`src/rtl/audio_adc_unpacker.sv`:
```
// audio_adc_unpacker: pops packed stereo words from the audio ADC FIFO
// (1-cycle read latency), splits them into signed left/right samples and
// presents them on a valid/ready stream with a running transfer count.
// Optional per-channel peak-hold meters: define AUDIO_ADC_UNPACKER_PEAK_EN.
module audio_adc_unpacker #(
  parameter  int DATA_WIDTH   = 32,
  localparam int SAMPLE_WIDTH = DATA_WIDTH / 2
) (
  input  logic                    clk,
  input  logic                    reset,
  input  logic                    enable,
  input  logic                    fifo_empty,
  output logic                    fifo_read,
  input  logic [DATA_WIDTH-1:0]   fifo_readdata,
  output logic                    out_valid,
  input  logic                    out_ready,
  output logic [SAMPLE_WIDTH-1:0] out_left,
  output logic [SAMPLE_WIDTH-1:0] out_right,
  output logic [31:0]             sample_count,
  input  logic                    peak_clear,
  output logic [SAMPLE_WIDTH-2:0] peak_left,
  output logic [SAMPLE_WIDTH-2:0] peak_right
);

  typedef enum logic [1:0] {
    IDLE    = 2'd0,
    FETCH   = 2'd1,
    CAPTURE = 2'd2
  } state_t;

  state_t                  state_q, state_d;
  logic                    fifo_read_q, fifo_read_d;
  logic                    out_valid_q, out_valid_d;
  logic [SAMPLE_WIDTH-1:0] out_left_q, out_left_d;
  logic [SAMPLE_WIDTH-1:0] out_right_q, out_right_d;
  logic [31:0]             sample_count_q, sample_count_d;

  logic transfer;
  logic slot_free;

  assign transfer  = out_valid_q & out_ready;
  // The slot is usable if empty now or being drained on this edge; since a
  // pop takes two more cycles to land, CAPTURE always finds it empty.
  assign slot_free = ~out_valid_q | out_ready;

  // Next-state logic; fifo_read is registered so it is high exactly in FETCH
  always_comb begin
    state_d = state_q;
    case (state_q)
      IDLE:    if (enable && !fifo_empty && slot_free) state_d = FETCH;
      FETCH:   state_d = CAPTURE;
      CAPTURE: state_d = IDLE;
      default: state_d = IDLE;
    endcase
    fifo_read_d = (state_d == FETCH);
  end

  // Output slot and transfer counter
  always_comb begin
    out_valid_d    = out_valid_q;
    out_left_d     = out_left_q;
    out_right_d    = out_right_q;
    sample_count_d = sample_count_q;
    if (transfer) begin
      out_valid_d    = 1'b0;
      sample_count_d = sample_count_q + 32'd1;
    end
    // Read data is valid in the cycle after the pop, which is CAPTURE
    if (state_q == CAPTURE) begin
      out_valid_d = 1'b1;
      out_left_d  = fifo_readdata[DATA_WIDTH-1:SAMPLE_WIDTH];
      out_right_d = fifo_readdata[SAMPLE_WIDTH-1:0];
    end
  end

  // State and output registers with synchronous reset
  always_ff @(posedge clk) begin
    if (reset) begin
      state_q        <= IDLE;
      fifo_read_q    <= 1'b0;
      out_valid_q    <= 1'b0;
      out_left_q     <= '0;
      out_right_q    <= '0;
      sample_count_q <= '0;
    end else begin
      state_q        <= state_d;
      fifo_read_q    <= fifo_read_d;
      out_valid_q    <= out_valid_d;
      out_left_q     <= out_left_d;
      out_right_q    <= out_right_d;
      sample_count_q <= sample_count_d;
    end
  end

  assign fifo_read    = fifo_read_q;
  assign out_valid    = out_valid_q;
  assign out_left     = out_left_q;
  assign out_right    = out_right_q;
  assign sample_count = sample_count_q;

`ifdef AUDIO_ADC_UNPACKER_PEAK_EN
  logic [SAMPLE_WIDTH-2:0] peak_left_q, peak_left_d;
  logic [SAMPLE_WIDTH-2:0] peak_right_q, peak_right_d;
  logic [SAMPLE_WIDTH-2:0] mag_left, mag_right;

  // |s| in SAMPLE_WIDTH-1 bits; the most negative code saturates to all ones
  function automatic logic [SAMPLE_WIDTH-2:0] magnitude(input logic [SAMPLE_WIDTH-1:0] s);
    logic [SAMPLE_WIDTH-1:0] neg;
    neg = -s;
    if (!s[SAMPLE_WIDTH-1])     return s[SAMPLE_WIDTH-2:0];
    else if (neg[SAMPLE_WIDTH-1]) return '1;
    else                        return neg[SAMPLE_WIDTH-2:0];
  endfunction

  assign mag_left  = magnitude(out_left_q);
  assign mag_right = magnitude(out_right_q);

  // Peak hold: a clear coinciding with a transfer restarts from that sample
  always_comb begin
    peak_left_d  = peak_left_q;
    peak_right_d = peak_right_q;
    if (transfer) begin
      if (peak_clear || mag_left  > peak_left_q)  peak_left_d  = mag_left;
      if (peak_clear || mag_right > peak_right_q) peak_right_d = mag_right;
    end else if (peak_clear) begin
      peak_left_d  = '0;
      peak_right_d = '0;
    end
  end

  // Peak registers
  always_ff @(posedge clk) begin
    if (reset) begin
      peak_left_q  <= '0;
      peak_right_q <= '0;
    end else begin
      peak_left_q  <= peak_left_d;
      peak_right_q <= peak_right_d;
    end
  end

  assign peak_left  = peak_left_q;
  assign peak_right = peak_right_q;
`else
  logic unused_peak_clear;
  assign unused_peak_clear = peak_clear;
  assign peak_left         = '0;
  assign peak_right        = '0;
`endif

endmodule

```
`config.mk`:
```
export PLATFORM = sky130hd
export DESIGN_NAME = audio_adc_unpacker
export DESIGN_NICKNAME = d
export VERILOG_FILES = /design/src/rtl/audio_adc_unpacker.sv
export SDC_FILE = /design/constraint.sdc
export NUM_CORES = 1
export LEC_CHECK = 0
export BUFFER_PORTS_ARGS = -buffer_cell sky130_fd_sc_hd__buf_4
export CAP_MARGIN = 20
export CELL_PAD_IN_SITES_DETAIL_PLACEMENT = 1
export CELL_PAD_IN_SITES_GLOBAL_PLACEMENT = 1
export CORE_UTILIZATION = 34
export CTS_BUF_LIST = sky130_fd_sc_hd__clkbuf_8
export DETAILED_ROUTE_END_ITERATION = 10
export GPL_TIMING_DRIVEN = 0
export PLACE_DENSITY_LB_ADDON = 0.08
export SYNTH_ARGS = -nofsm -noshare
export SYNTH_HDL_FRONTEND = slang
export SYNTH_SLANG_ARGS = --single-unit
```
`constraint.sdc`:
```
create_clock -name clk -period 2.25 [get_ports clk]
set_input_delay 0.1125 -clock clk [delete_from_list [all_inputs] [get_ports clk]]
set_output_delay 0.1125 -clock clk [all_outputs]
set_load 0.02 [all_outputs]
```
==> metrics.txt <==
met2 GRT Util 0.351; first drt pass iteration count 4; clk buf depth 2; number of vias per cell 4.81; # setup viols final 0; DIE HEIGHT 95.6 µm; Power per Cell Area 555 nW/µm²; DR DRC count 0; Ports 134; post-synthesis sequential area ratio 0.457; slowest stage delay, CP 0.48 ns; CTS tree yes; worst skew pair latency 0.33 ns; EDFF count, synth 0; CTS clk-pin slew, worst paths 0.07 ns; Bufs and invs on worst path 2; CP startpoint kind flip-flop; Slowest-stage cell, CP or4_1; post-route ant nets 0; Final Hold Viols 0; Synth area leaders dfxtp_1, nand2_1, a21oi_1; Tcrit/Tclk final 0.935; # placed instances 598; initial DRC count 43; worst ir drop on vdd 0.000287 V; Avg WL per Cell 13.9 µm; fin nets 543; full die area 9140 µm²; hpwl dp 6390 µm; IO buf count 101; htree depth 3; Primary FF master, synth dfxtp_1; Hold Crit Class input pin to flip-flop; crit-path max FO 10; met1 Resource Use GR 0.220; area of the mapped netlist 2980 µm²; area grow syn2layout 39.1%; crit path cell chain ha_1 -> and4_2 -> buf_2 -> nand4_1 -> buf_2 -> or4_1 -> a21oi_1; Max-slew headroom 0.638; Syn. warnings 0; initial antenna violation count 0; GRT overflow 0; RSZ-0062 raised after global routing false; Starting Density 0.357; routability cong. 0.746; vias in the first global route 2,974; crit path time final 2.10 ns; GR Util met3 0.0542; Gate Count Post-Synth 363; Synth cell types 34; critical path class flip-flop to flip-flop; Tightest Pin Transition 0.544 ns; Max Slew Vio Count 0; most frequent CP cell buf_2; most used routing layer in global routing met2; Avg Cell Area, Syn 8.21 µm²; non-filler cells, final 614; layout cells sized above 1 0.306; setup TNS 0 ns; Synth area leader dfxtp_1; Post-synth ARST share 0; Synth top area share 0.457; Leak 1.75 nW; number of synthesized register bits 68; CTS Root Cell clkbuf_8; # Post-CTS Setup Buffers 0; endpoint type of the worst setup path flip-flop; Clock Sinks 68; CTS buffer count 9; core area 8340 µm²; Max Cap Viol 0; Die Wd 95.6 µm; status finished clean; n_diodes 0; Crit path max-delay family simple AND/OR/NAND/NOR gates; Final Skew 0.00904 ns; routed via count 2,952; Global Route Usage Sum 0.195; largest net degree at the start of global routing 11; max frequency 475 MHz; # rows 33; CP Data Required Time 2.50 ns; Fill cells 1,069; first-pass GRT wire length 13,700 µm; Worst EP arrival 2.36 ns; final wirelength 8530 µm
per-layer routing:
| metal | up-vias | wire, µm | share of wire |
|---|---|---|---|
| li1 | 1487 | - | - |
| met1 | 1383 | 3680 | 0.43 |
| met2 | 75 | 4250 | 0.50 |
| met3 | 7 | 503 | 0.059 |
| met4 | 0 | 97 | 0.011 |
| met5 | - | 0 | 0 |
registers in the layout, indices dropped and copies added (netlist names):
name          flops
fifo_read         1
out_valid         1
state_q           2
out_left         16
sample_count     32
out_right        16
per-stage QoR:
stage	instance area [µm²]	total power, mW	setup WS (ns)	hold WS (ns)	utilization
finish	4140	2.30	0.145	0.0210	0.497
global placement	3980	1.47	0.130	0.359	0.477
global route	4140	2.41	0.00425	0.0109	0.497
CTS	4140	2.33	0.0810	0.00763	0.496
detailed placement	3980	1.48	0.103	0.373	0.477
floorplan	3090	1.39	0.283	0.249	-
final cells by class:
cell class	instances	area [µm²]	share of cell area
multi-input combinational	270	1400	0.338
sequential	68	1360	0.329
timing repair buffer	101	758	0.183
buffer	53	324	0.0782
clock buffer	10	138	0.0332
tap	105	131	0.0317
clock inverter	6	25.0	0.00604
inverter	1	3.75	0.000906
cell usage in the layout (no fill, tap or decap), types with 2 or more instances in the layout:
cell / instances
xnor2_1: 4
nor2_1: 15
nand4_1: 11
buf_4: 131
clkinv_2: 2
dfxtp_1: 66
xor2_1: 7
clkbuf_1: 14
o31ai_1: 13
o21ai_0: 6
buf_1: 4
nor2b_1: 2
or4_1: 13
clkbuf_8: 10
nor4_1: 5
buf_2: 3
inv_1: 5
and3_1: 3
nand2_1: 79
a21oi_1: 52
and4_1: 5
or3_1: 6
dfxtp_2: 2
nand3_1: 8
conb_1: 30
Yosys cell counts, types with 2 or more instances:
library cell and n:
xor2_1 7, buf_2 3, buf_4 30, buf_1 4, dfxtp_1 68, nor2_1 15
clkbuf_1 15, nor4_1 5, o31ai_1 13, nand4_1 11, xnor2_1 4, a21oi_1 52
and3_1 3, nor2b_1 2, nand2_1 79, and4_1 5, or3_1 6, o21ai_0 6
nand3_1 8, or4_1 13
logic make-up after synthesis:
kind of cell	Yosys count	share of synthesized area
multiplexers	1	0.00378
AND/OR/NAND/NOR	156	0.262
buffers and inverters	54	0.110
other	1	0.00126
flip-flops	68	0.457
AO/OA/AOI/OAI	71	0.130
adder cells (fa/ha/maj)	1	0.00420
XOR/XNOR	11	0.0323
worst min-delay path, cell delays in order:
cell and delay (ns):
buf_4 0.11, nand2_1 0.04, a21oi_1 0.05
where the power goes:
group          switching (mW)  internal, mW  total, mW
Clock                   0.441         0.411      0.852
Combinational           0.123         0.101      0.225
Sequential            0.00845          1.22       1.23
Total                   0.573          1.73       2.30
final timing paths:
path / from / end / slack (ns) / cells after the start
setup / recovery: sample_count[0]$_SDFFE_PP0P_ / sample_count[28]$_SDFFE_PP0P_ / 0.15 / 7
hold / removal: fifo_readdata[2] / out_right[2]$_SDFFE_PP0P_ / 0.02 / 3
setup reg to reg: sample_count[0]$_SDFFE_PP0P_ / sample_count[28]$_SDFFE_PP0P_ / 0.15 / 7
hold reg to reg: out_left[6]$_SDFFE_PP0P_ / out_left[6]$_SDFFE_PP0P_ / 0.46 / 2
repair_timing:
item / 4_1_cts / 5_1_grt
hold buffers: 0 / 0
endpoints found under the setup margin: 0 / 6
gates resized for setup: 0 / 4
hold endpoints to repair: 0 / 0
Note: power is estimated with default switching activity, not from simulation.
